[src/rtl/ex_mem_stack_unit.sv]
// EX/MEM stage in front of data memory: latches operands, owns SP,
// decodes RD/WR/S2/S5/pc_load and flags stack overflow/underflow.
// Ports: clk, rst (async high); ex_* EX-side inputs; stall/flush;
// SP_out/R0_out/RN_out/NPC_out memory address/data; RD/WR/S2/S5
// memory controls; mem_valid/mem_op/pc_load to WB; stack_ovf/unf sticky.
module ex_mem_stack_unit #(
  parameter logic [7:0] SP_RESET = 8'hFF,
  parameter logic [7:0] SP_LIMIT = 8'hC0
) (
  input  logic       clk,
  input  logic       rst,
  input  logic       ex_valid,
  input  logic [2:0] ex_mem_op,
  input  logic [7:0] ex_r0,
  input  logic [7:0] ex_rn,
  input  logic [7:0] ex_npc,
  input  logic       stall,
  input  logic       flush,
  output logic [7:0] SP_out,
  output logic [7:0] R0_out,
  output logic [7:0] RN_out,
  output logic [7:0] NPC_out,
  output logic       RD,
  output logic       WR,
  output logic       S2,
  output logic       S5,
  output logic       mem_valid,
  output logic [2:0] mem_op,
  output logic       pc_load,
  output logic       stack_ovf,
  output logic       stack_unf
);

  typedef enum logic [2:0] {
    OP_NOP   = 3'd0,
    OP_LOAD  = 3'd1,
    OP_STORE = 3'd2,
    OP_PUSH  = 3'd3,
    OP_POP   = 3'd4,
    OP_CALL  = 3'd5,
    OP_RET   = 3'd6,
    OP_RSVD  = 3'd7
  } op_e;

  logic       valid_q;
  logic [2:0] op_q;
  logic [7:0] r0_q;
  logic [7:0] rn_q;
  logic [7:0] npc_q;
  logic [7:0] sp_q;
  logic       ovf_q;
  logic       unf_q;

  logic       full;
  logic       empty;
  logic       is_dec;
  logic       is_inc;

  assign full  = (sp_q == SP_LIMIT);
  assign empty = (sp_q == SP_RESET);

  // Stack ops that move SP when they leave MEM.
  assign is_dec = valid_q &&
                  (op_q == OP_PUSH || op_q == OP_CALL);
  assign is_inc = valid_q &&
                  (op_q == OP_POP || op_q == OP_RET);

  always_ff @(posedge clk or posedge rst) begin
    if (rst) begin
      valid_q <= 1'b0;
      op_q    <= OP_NOP;
      r0_q    <= 8'h00;
      rn_q    <= 8'h00;
      npc_q   <= 8'h00;
      sp_q    <= SP_RESET;
      ovf_q   <= 1'b0;
      unf_q   <= 1'b0;
    end else begin
      if (flush) begin
        valid_q <= 1'b0;
        op_q    <= OP_NOP;
      end else if (!stall) begin
        valid_q <= ex_valid;
        op_q    <= ex_valid ? ex_mem_op : OP_NOP;
        r0_q    <= ex_r0;
        rn_q    <= ex_rn;
        npc_q   <= ex_npc;
      end
      // The op already in MEM commits even when flush hits this edge.
      if (!stall) begin
        if (is_dec) begin
          if (full) ovf_q <= 1'b1;
          else      sp_q  <= sp_q - 8'd1;
        end
        if (is_inc) begin
          if (empty) unf_q <= 1'b1;
          else       sp_q  <= sp_q + 8'd1;
        end
      end
    end
  end

  always_comb begin
    RD      = 1'b0;
    WR      = 1'b0;
    S2      = 1'b0;
    S5      = 1'b0;
    pc_load = 1'b0;
    SP_out  = sp_q;
    if (valid_q) begin
      unique case (op_q)
        OP_LOAD: RD = 1'b1;
        OP_STORE: begin
          WR = 1'b1;
          S5 = 1'b1;
        end
        OP_PUSH: begin
          WR     = !full;
          S2     = 1'b1;
          S5     = 1'b1;
          SP_out = sp_q - 8'd1;
        end
        OP_CALL: begin
          WR     = !full;
          S2     = 1'b1;
          SP_out = sp_q - 8'd1;
        end
        OP_POP: begin
          RD = !empty;
          S2 = 1'b1;
        end
        OP_RET: begin
          RD      = !empty;
          S2      = 1'b1;
          pc_load = !empty;
        end
        default: ;
      endcase
    end
  end

  assign R0_out    = r0_q;
  assign RN_out    = rn_q;
  assign NPC_out   = npc_q;
  assign mem_valid = valid_q;
  assign mem_op    = op_q;
  assign stack_ovf = ovf_q;
  assign stack_unf = unf_q;

endmodule

[config.mk]
export PLATFORM = sky130hd
export DESIGN_NAME = ex_mem_stack_unit
export DESIGN_NICKNAME = d
export VERILOG_FILES = /design/src/rtl/ex_mem_stack_unit.sv
export SDC_FILE = /design/constraint.sdc
export NUM_CORES = 1
export LEC_CHECK = 0
export CAP_MARGIN = 20
export CORE_MARGIN = 2
export CORE_UTILIZATION = 45
export CTS_BUF_LIST = sky130_fd_sc_hd__clkbuf_16
export DETAILED_ROUTE_END_ITERATION = 8
export PLACE_DENSITY = 0.81
export SLEW_MARGIN = 20
export SYNTH_ARGS = -nofsm -noshare
export SYNTH_HDL_FRONTEND = slang
export SYNTH_SLANG_ARGS = --single-unit
[constraint.sdc]
create_clock -name clk -period 2.5 [get_ports clk]
set_clock_uncertainty 0.15 [all_clocks]
set_input_delay 0.625 -clock clk [delete_from_list [all_inputs] [get_ports clk]]
set_output_delay 0.625 -clock clk [all_outputs]
set_load 0.1 [all_outputs]
==> results of run 1 <==
final cells by class:
class | count | area, um^2
Fill cell | 243 | 798
Clock inverter | 3 | 16.3
Tap cell | 52 | 65.1
Sequential cell | 38 | 975
Clock buffer | 5 | 125
Multi-Input combinational cell | 128 | 1290
Timing Repair Buffer | 107 | 1080
Inverter | 9 | 33.8
path summary, 6_finish.rpt:
path	startpoint	endpoint	cells past startpoint
max in group asynchronous	rst	sp_q[2]	3
max	mem_op[1]	SP_out[6]	7
min reg2reg	stack_unf	stack_unf	2
max reg2reg	mem_op[1]	sp_q[1]	9
min	stack_unf	stack_unf	2
min in group asynchronous	rst	R0_out[5]	3
critical path, stage by stage, from the launching register on:
cell	delay [ns]
dfrtp_4	0.51
xor2_4	0.27
buf_4	0.17
buf_6	0.10
nand4_1	0.14
buf_6	0.18
xnor2_4	0.16
buf_12	0.19
sequential cells by signal, indices dropped and copies added, names as in the netlist:
name and flops:
mem_valid 1, stack_unf 1, RN_out 8, stack_ovf 1, R0_out 8, mem_op 3, sp_q 8, NPC_out 8
per-layer routing:
metal,up-vias,wire [um],GRT usage [%],part of all wire (%)
met3,20,435,6.89,6.7
li1,886,-,-,-
met4,0,176,9.64,2.7
met1,959,2450,30.4,38
met2,96,3460,43.0,53
met5,-,0,0,0
kinds of logic after synthesis:
logic type | count (synthesis)
DFF | 38
buffers and inverters | 24
muxes | 25
and+or+nand+nor | 58
AOI/OAI and AO/OA | 32
adders and majority gates | 3
xor gates and xnor gates | 10
report_power, final:
group | total, mW | internal (mW) | switching, mW
clock | 0.613 | 0.364 | 0.249
sequential | 0.791 | 0.712 | 0.0788
combinational | 1.22 | 0.389 | 0.831
total | 2.62 | 1.47 | 1.16
placed cells by master, fill, tap and decap left out, drive strengths merged, types with 3 or more instances in the layout:
master | Yosys | layout
buf | 12 | 76
clkdlybuf4s50 | 0 | 31
dfrtp | 30 | 30
mux2 | 25 | 25
nor2 | 14 | 14
inv | 9 | 9
xnor2 | 9 | 9
nand2 | 9 | 9
dfstp | 8 | 8
nand4 | 5 | 5
clkbuf | 3 | 5
a21oi | 4 | 4
or3 | 4 | 4
nand3 | 4 | 4
nor2b | 3 | 3
nor3 | 3 | 3
a21o | 3 | 3
o22ai | 3 | 3
nand4b | 3 | 3
o21ai | 3 | 3
o31ai | 3 | 3
ha | 3 | 3
timing repair:
action	4_1_cts	5_1_grt
resized for setup	13	12
setup buffers	7	4
hold buffers	0	0
pin swaps	8	5
endpoints found under the setup margin	9	11
==> metrics.md, run 1 <==
| Metric | Value |
|---|---|
| Number of standard cells in the final layout excluding fillers | 342 |
| Ratio of total power to cell area | 732 nW/um^2 |
| Port Buffers | 74 |
| Worst EP required | 1.73 ns |
| Number of endpoints failing setup at the final stage | 9 |
| Area contributors post-synth | dfrtp_1 (36%), mux2_2 (14%), dfstp_2 (10%) |
| Number of hold violations in the final report | 0 |
| Number of violations of the max-capacitance limit | 0 |
| Cell count after synthesis | 190 |
| Violations in the final reports | negative setup slack |
| Run status | finished, violations left |
| Ratio of final minimum period to clock period | 111% |
| Tmin final | 2.78 ns |
| Post-route cell area | 3590 um^2 |
| Max Clock Freq | 360 MHz |
| CTS Root Buffer Type | clkbuf_16 |
| Die height | 71.9 um |
| Vias per Instance | 5.73 |
| Starting utilization of the core area | 47.3% |
| Growth of design area from synthesis to finish | 73.0% |
| Fraction of synthesized cell area in xor and xnor cells | 5.13% |
| Number of buffers inserted during clock tree synthesis | 5 |
| Cell Area, Placed | 3240 um^2 |
| Most repeated cell in the gate-level netlist after synthesis | dfrtp_1 |
| Async SR Flop Fraction | 100% |
| Main combinational cell family by area after synthesis | simple AND/OR/NAND/NOR gates |
| Number of design rule violations left after detail routing | 0 |
| DR iter-0 viols | 98 |
| Post-synthesis simple-gate area fraction | 16.4% |
| Maximum number of pins on one net before global-route repair | 25 |
| Proportion of layout cells with a drive suffix above 1 | 53.8% |
| Reg clk slew, reported paths | 0.06 ns |
| Compound-cell area share of the yosys netlist | 11.3% |
| Worst-case vdd ir drop | 715 uV |
| CTS tree | yes |
| Overall power consumption | 2.62 mW |
| # clock sinks | 38 |
| Average detailed-routed wire length per instance | 19.1 um |
| Overall routing resource usage | 25.2% |
| Slew of the pin with the lowest slew margin | 0.345 ns |
| CTS H-tree depth | 2 |
| Worst setup slack before clock tree synthesis | 0.0978 ns |
| Width of the chip | 71.9 um |
| Headroom to the max-slew limit | 76.9% |
| Standard cell core area | 4380 um^2 |
| Post-synthesis sequential area ratio | 46.3% |
| Routability-driven placement congestion ratio | 0.953 |
| Buffer levels on the longest clock path | 2 |
| Crit. End Element | primary output |
| Layout Nets | 324 |
| Antenna-violating nets left | 0 |
| Count of final max-slew check failures | 0 |
| Cell type contributing the most total cell area after synthesis | dfrtp_1 |
| Portion of netlist area occupied by mux cells | 13.6% |
| Detailed placer's ending HPWL | 4200 um |
| Post-Place Cells | 323 |
| Antenna violations before repair | 0 |
| Leakage | 1.56 nW |
| Hold crit path type | reg2reg |
| Global-route wire length before repair | 9930 um |
| I/O pin count | 75 |
| Clock latency on the worst-skew pair | 0.27 ns |
| Total Routed Length | 6520 um |
| Unrepaired setup endpoints after global routing | yes |
| Area share of fa/ha/maj cells after synthesis | 1.81% |
| Arrival time worst endpoint | 2.01 ns |
| Number of distinct library cell variants in the gate-level netlist after synthesis | 48 |
| Worst setup margin | -0.280 ns |
| Yosys synthesis warning count | 0 |
| Total number of vias | 1,961 |
| Cell area after synthesis | 2070 um^2 |
| Overall overflow remaining after global route | 0 |
| Avg Inst Size Synth | 10.9 um^2 |
| Diodes inserted | 0 |
| Number of synthesized flops with an enable pin | 0 |
| Number of global-route vias before repair | 2,015 |
| Hold slack | 0.319 ns |
| Primary flip-flop cell chosen by synthesis mapping | dfrtp_1 |
| Share of the core filled with cells | 81.8% |
| Number of optimization iterations in the first detailed-route pass | 4 |
| Critical path type | reg2out |
| Total of flip-flops plus latches after synthesis | 38 |
| Total Negative Setup Slacks | -1.32 ns |
| Synthesized netlist net count | 225 |
| Peak fanout along the critical path | 3 |
| Number of rows created at floorplan | 24 |
| Most common library cells after synthesis | dfrtp_1 (30), mux2_2 (25), nor2_1 (14) |
| Yosys top cell area share | 36.2% |
| Die area | 5170 um^2 |
| Setup crit start kind | flop |
| Flop2flop setup slack | 0.25 ns |
Power figures use the tool's default switching activity.
==> inputs of run 2 (changes only) <==
MAX_ROUTING_LAYER = met4   (was unset)
==> run 2 against run 1 <==
  * The run still ends with negative setup slack left
  * Global-route usage increased by 1.8 points
  * Sequential cell count unchanged
  * Critical path depth decreased by 2
  * Register-to-register slack improved by 0.12 ns
  * Count of clock-buffer cells in the layout unchanged
  * Die area unchanged
  * Utilization increased by 0.51 points
  * Critical endpoint is now SP_out[5]
  * Largest power group unchanged
  * Highest routed layer unchanged
==> metrics.md, run 2 (synthesized netlist as in run 1, its figures left out) <==
| Metric | Value |
|---|---|
| CTS tree | yes |
| Reg clk slew, reported paths | 0.06 ns |
| Starting utilization of the core area | 47.3% |
| Maximum number of pins on one net before global-route repair | 25 |
| Post-route cell area | 3610 um^2 |
| Number of global-route vias before repair | 2,118 |
| Max Clock Freq | 374 MHz |
| Overall routing resource usage | 27.1% |
| Leakage | 1.59 nW |
| CTS Root Buffer Type | clkbuf_16 |
| Diodes inserted | 0 |
| CP max stage delay | 0.50 ns |
| Number of endpoints failing setup at the final stage | 9 |
| Total Routed Length | 6500 um |
| Antenna violations before repair | 0 |
| Vias per Instance | 5.87 |
| Ratio of final minimum period to clock period | 107% |
| Internal Dissipation | 1.50 mW |
| Growth of design area from synthesis to finish | 74.0% |
| Buffer levels on the longest clock path | 2 |
| Number of rows created at floorplan | 24 |
| Run status | finished, violations left |
| Critical-path top delay cell | dfrtp_4 |
| Hold slack | 0.323 ns |
| Die area | 5170 um^2 |
| Number of optimization iterations in the first detailed-route pass | 4 |
| Fraction of power spent switching nets | 43.9% |
| Buffer and inverter count on the worst path | 1 |
| Layout Nets | 329 |
| Proportion of power drawn by flip-flops and latches | 29.2% |
| Arrival time worst endpoint | 1.90 ns |
| Width of the chip | 71.9 um |
| Crit. End Element | primary output |
| Hold_buf cts | 0 |
| Number of buffers inserted during clock tree synthesis | 5 |
| Unrepaired setup endpoints after global routing | yes |
| Most used cells in the layout excluding fill and tap cells | buf_4 (63), clkdlybuf4s50_1 (31), dfrtp_1 (26) |
| Share of the core filled with cells | 82.3% |
| Critical-path cell list | xor2_4 > nand4b_4 > or3_4 > xnor2_4 > buf_12 |
| Headroom to the max-slew limit | 71.6% |
| Routability-driven placement congestion ratio | 0.982 |
| Power dissipated by switching net loads | 1.17 mW |
| Tmin final | 2.67 ns |
| Peak fanout along the critical path | 3 |
| Worst setup margin | -0.172 ns |
| Total Negative Setup Slacks | -0.952 ns |
| Critical path type | reg2out |
| Ratio of total power to cell area | 739 nW/um^2 |
| Die height | 71.9 um |
| Relative contribution of combinational cells to total power | 47.6% |
| Total number of vias | 2,038 |
| Hold crit path type | reg2reg |
| Worst-case vdd ir drop | 754 uV |
| Most common cell after layout, fill and taps aside | buf_4 |
| Violations in the final reports | negative setup slack |
| Number of violations of the max-capacitance limit | 0 |
| Antenna-violating nets left | 0 |
| Global-route wire length before repair | 10,300 um |
| Worst EP required | 1.73 ns |
| Setup crit start kind | flop |
| Port Buffers | 74 |
| Cell Area, Placed | 3250 um^2 |
| Average detailed-routed wire length per instance | 18.7 um |
| CTS H-tree depth | 2 |
| Detailed placer's ending HPWL | 4130 um |
| Number of hold violations in the final report | 0 |
| Number of design rule violations left after detail routing | 0 |
| Standard cell core area | 4380 um^2 |
| Overall overflow remaining after global route | 0 |
| Clock latency on the worst-skew pair | 0.28 ns |
| # clock sinks | 38 |
| Count of final max-slew check failures | 0 |
| Slew of the pin with the lowest slew margin | 0.424 ns |
| DR iter-0 viols | 198 |
| Kind of cell adding the most delay to the critical path | flip-flops |
| Proportion of layout cells with a drive suffix above 1 | 54.2% |
| I/O pin count | 75 |
| Proportion of power drawn by the clock network | 23.2% |
[run 2: power by group through the flow]
stage / Combinational, mW / Sequential, mW / Clock (mW)
3_3_place_gp: 1.16 / 0.776 / 0
6_report: 1.27 / 0.779 / 0.618
4_1_cts: 1.23 / 0.774 / 0.617
2_1_floorplan: 0.406 / 1.21 / 0
3_5_place_dp: 1.17 / 0.783 / 0
5_1_grt: 1.31 / 0.790 / 0.647
[run 2: per-stage QoR]
stage                     worst slack, ns  power, mW  cells
after detailed placement           0.0796       1.96    324
after floorplan                    -0.484       1.61    190
final                              -0.172       2.67    347
after global routing               -0.207       2.75    347
after CTS                          -0.188       2.62    343
after global placement             0.0688       1.94    324
[run 2: worst min-delay path, delay by kind of cell (launching register included)]
| family | cells | cell delay, ns |
|---|---|---|
| flops | 1 | 0.34 |
| buf+inv | 1 | 0.05 |
| compound gates | 1 | 0.05 |
[run 2: metal layers]
layer  track usage [%]  share of wire [%]  vias to the layer above
met4              8.81                3.1                        0
met1              31.9                 39                     1001
met2              45.2                 51                      111
met5                 -                  0                        -
li1                  -                  -                      904
met3              7.03                7.3                       22
[run 2: path summary, 6_finish.rpt]
kind	from	to	slack (ns)	cells after the start
max	mem_op[2]	SP_out[5]	-0.17	5
min	stack_unf	stack_unf	0.32	2
max reg2reg	mem_op[2]	sp_q[7]	0.37	6
min reg2reg	stack_unf	stack_unf	0.32	2
max in group asynchronous	rst	sp_q[0]	1.33	3
min in group asynchronous	rst	RN_out[4]	0.58	3
[run 2: layout make-up]
class / instances / area [um^2]
Clock inverter: 3 / 16.3
Inverter: 9 / 33.8
Fill cell: 224 / 776
Clock buffer: 5 / 125
Multi-Input combinational cell: 128 / 1280
Timing Repair Buffer: 112 / 1120
Sequential cell: 38 / 971
Tap cell: 52 / 65.1
[run 2: repair_timing]
action,CTS,global route
pin swaps,10,8
buffers inserted,11,4
endpoints found under the hold margin,0,0
resized for setup,14,8
setup endpoints to repair,9,10
==> inputs of run 3 (changes only) <==
CELL_PAD_IN_SITES_DETAIL_PLACEMENT = 1   (was unset)
CELL_PAD_IN_SITES_GLOBAL_PLACEMENT = 2   (was unset)
CORE_UTILIZATION = 27   (was 45)
CTS_BUF_LIST = unset   (was sky130_fd_sc_hd__clkbuf_16)
PLACE_DENSITY = 0.79   (was 0.81)
==> run 3 against run 2 <==
  * The run still ends with negative setup slack left
  * Utilization down 31 points
  * Via count shrank 4.5%
  * Combinational power increased by 6%
  * Final area grew 3.9%
  * Critical path type unchanged
  * Critical endpoint unchanged
==> metrics.md, run 3 (synthesized netlist as in run 1, its figures left out) <==
| Metric | Value |
|---|---|
| Run status | finished, violations left |
| Violations in the final reports | negative setup slack |
| Share of the core filled with cells | 51.2% |
| CTS Root Buffer Type | clkbuf_8 |
| CTS H-tree depth | 2 |
| Number of endpoints failing setup at the final stage | 10 |
| Filler cell count in the final layout | 773 |
| Standard cell core area | 7330 um^2 |
| Reg2Reg Launch Point | sp_q[1] |
| Number of violations of the max-capacitance limit | 0 |
| Global-route wire length before repair | 10,700 um |
| Most common cell after layout, fill and taps aside | buf_4 |
| Die area | 8400 um^2 |
| Cell Area, Placed | 3320 um^2 |
| Unrepaired setup endpoints after global routing | yes |
| Number of design rule violations left after detail routing | 0 |
| Worst setup margin | -0.241 ns |
| Setup crit start kind | flop |
| Total number of vias | 1,947 |
| Diodes inserted | 0 |
| Internal Dissipation | 1.57 mW |
| Detailed placer's ending HPWL | 4890 um |
| Peak fanout along the critical path | 4 |
| Overall power consumption | 2.75 mW |
| Number of buffers inserted during clock tree synthesis | 5 |
| Layout Nets | 334 |
| Critical-path cell list | xor2_4 > nand4b_4 > or3_4 > xnor2_4 > buf_12 |
| Max Clock Freq | 365 MHz |
| Ratio of final minimum period to clock period | 110% |
| Worst-case vdd ir drop | 462 uV |
| Clock latency on the worst-skew pair | 0.29 ns |
| Reg clk slew, reported paths | 0.08 ns |
| Average detailed-routed wire length per instance | 17.6 um |
| Antenna-violating nets left | 0 |
| Worst EP required | 1.73 ns |
| Start point of the critical path | mem_op[2] |
| Crit. End Element | primary output |
| Number of optimization iterations in the first detailed-route pass | 4 |
| CP max stage delay | 0.51 ns |
| Flop2flop setup slack | 0.35 ns |
| Hold slack | 0.324 ns |
| Hold crit path type | reg2reg |
| Vias per Instance | 4.88 |
| Total Negative Setup Slacks | -1.40 ns |
| Starting utilization of the core area | 28.3% |
| Fraction of power spent switching nets | 42.7% |
| Proportion of power drawn by flip-flops and latches | 28.3% |
| Total Routed Length | 7010 um |
| Proportion of power drawn by the clock network | 23.1% |
| # clock sinks | 38 |
| Critical-path top delay cell | dfrtp_4 |
| Relative contribution of combinational cells to total power | 48.6% |
| CTS tree | yes |
| Hold_buf cts | 0 |
| Critical Path End | SP_out[5] |
| Buffer levels on the longest clock path | 2 |
| Power dissipated by switching net loads | 1.17 mW |
| Worst R2R End | sp_q[1] |
| Arrival time worst endpoint | 1.97 ns |
| I/O pin count | 75 |
| Most used cells in the layout excluding fill and tap cells | buf_4 (66), clkdlybuf4s50_1 (31), dfrtp_1 (26) |
| Antenna violations before repair | 0 |
| Overall overflow remaining after global route | 0 |
| Tmin final | 2.74 ns |
| Overall routing resource usage | 16.6% |
| Routability-driven placement congestion ratio | 0.818 |
| Critical path type | reg2out |
| Proportion of layout cells with a drive suffix above 1 | 55.3% |
| Number of hold violations in the final report | 0 |
| Headroom to the max-slew limit | 66.5% |
| Number of global-route vias before repair | 2,164 |
| Ratio of total power to cell area | 733 nW/um^2 |
| Maximum number of pins on one net before global-route repair | 39 |
| Slew of the pin with the lowest slew margin | 0.503 ns |
| DR iter-0 viols | 89 |
| Port Buffers | 74 |
| Leakage | 1.61 nW |
| Width of the chip | 91.6 um |
| Depth of the worst register-to-register path | 8 |
| Growth of design area from synthesis to finish | 80.9% |
| Number of rows created at floorplan | 31 |
| Post-route cell area | 3750 um^2 |
| Die height | 91.6 um |
| Count of final max-slew check failures | 0 |
==> run 3: worst min-delay path by stage <==
stage | startpoint | end | slack [ns] | cells after the start
floorplan | sp_q[5] | stack_unf | 0.39 | 2
global placement | stack_ovf | stack_ovf | 0.30 | 1
detailed placement | stack_unf | stack_unf | 0.31 | 2
CTS | stack_unf | stack_unf | 0.33 | 2
global route | stack_unf | stack_unf | 0.36 | 2
finish | stack_unf | stack_unf | 0.32 | 2
==> run 3: worst max-delay path, delay by kind of cell, from the launching register on <==
family	cells	cell delay [ns]
AND/OR/NAND/NOR	2	0.53
XOR/XNOR	2	0.43
flip-flops	1	0.51
buffers and inverters	1	0.19
==> run 3: what timing repair did <==
action                                  in CTS  in global routing
endpoints found under the setup margin      11                 12
gates resized for setup                     21                  9
hold endpoints to repair                     0                  0
pin swaps                                    8                  9
buffers inserted                            11                  8
==> run 3: final cells by class <==
| cell class | count | area (um^2) | share of cell area [%] |
|---|---|---|---|
| clock inverters | 3 | 68.8 | 1.84 |
| inverters | 9 | 43.8 | 1.17 |
| repair buffers | 117 | 1170 | 31.2 |
| clock buffers | 5 | 68.8 | 1.84 |
| well taps | 99 | 124 | 3.30 |
| flip-flops and latches | 38 | 971 | 25.9 |
| multi-input cells | 128 | 1300 | 34.7 |
==> run 3: power groups by stage <==
stage,logic (mW),registers (mW),clock network [mW]
2_1_floorplan,0.406,1.21,0
3_3_place_gp,1.17,0.776,0
3_5_place_dp,1.18,0.783,0
4_1_cts,1.26,0.777,0.651
5_1_grt,1.38,0.789,0.678
6_report,1.34,0.778,0.634
==> run 3: per-layer routing <==
layer | vias up | share of wire (%) | global-route usage [%]
met5 | - | 0 | -
met4 | 0 | 0.98 | 3.28
met3 | 8 | 3.8 | 3.45
met2 | 66 | 53 | 28.9
met1 | 972 | 43 | 19.9
li1 | 901 | - | -
==> run 3: through the flow <==
step / worst slack (ns) / cells
after CTS: -0.245 / 392
after floorplan: -0.484 / 190
after detailed placement: 0.0516 / 373
final: -0.241 / 399
after global placement: 0.0703 / 373
after global routing: -0.309 / 399
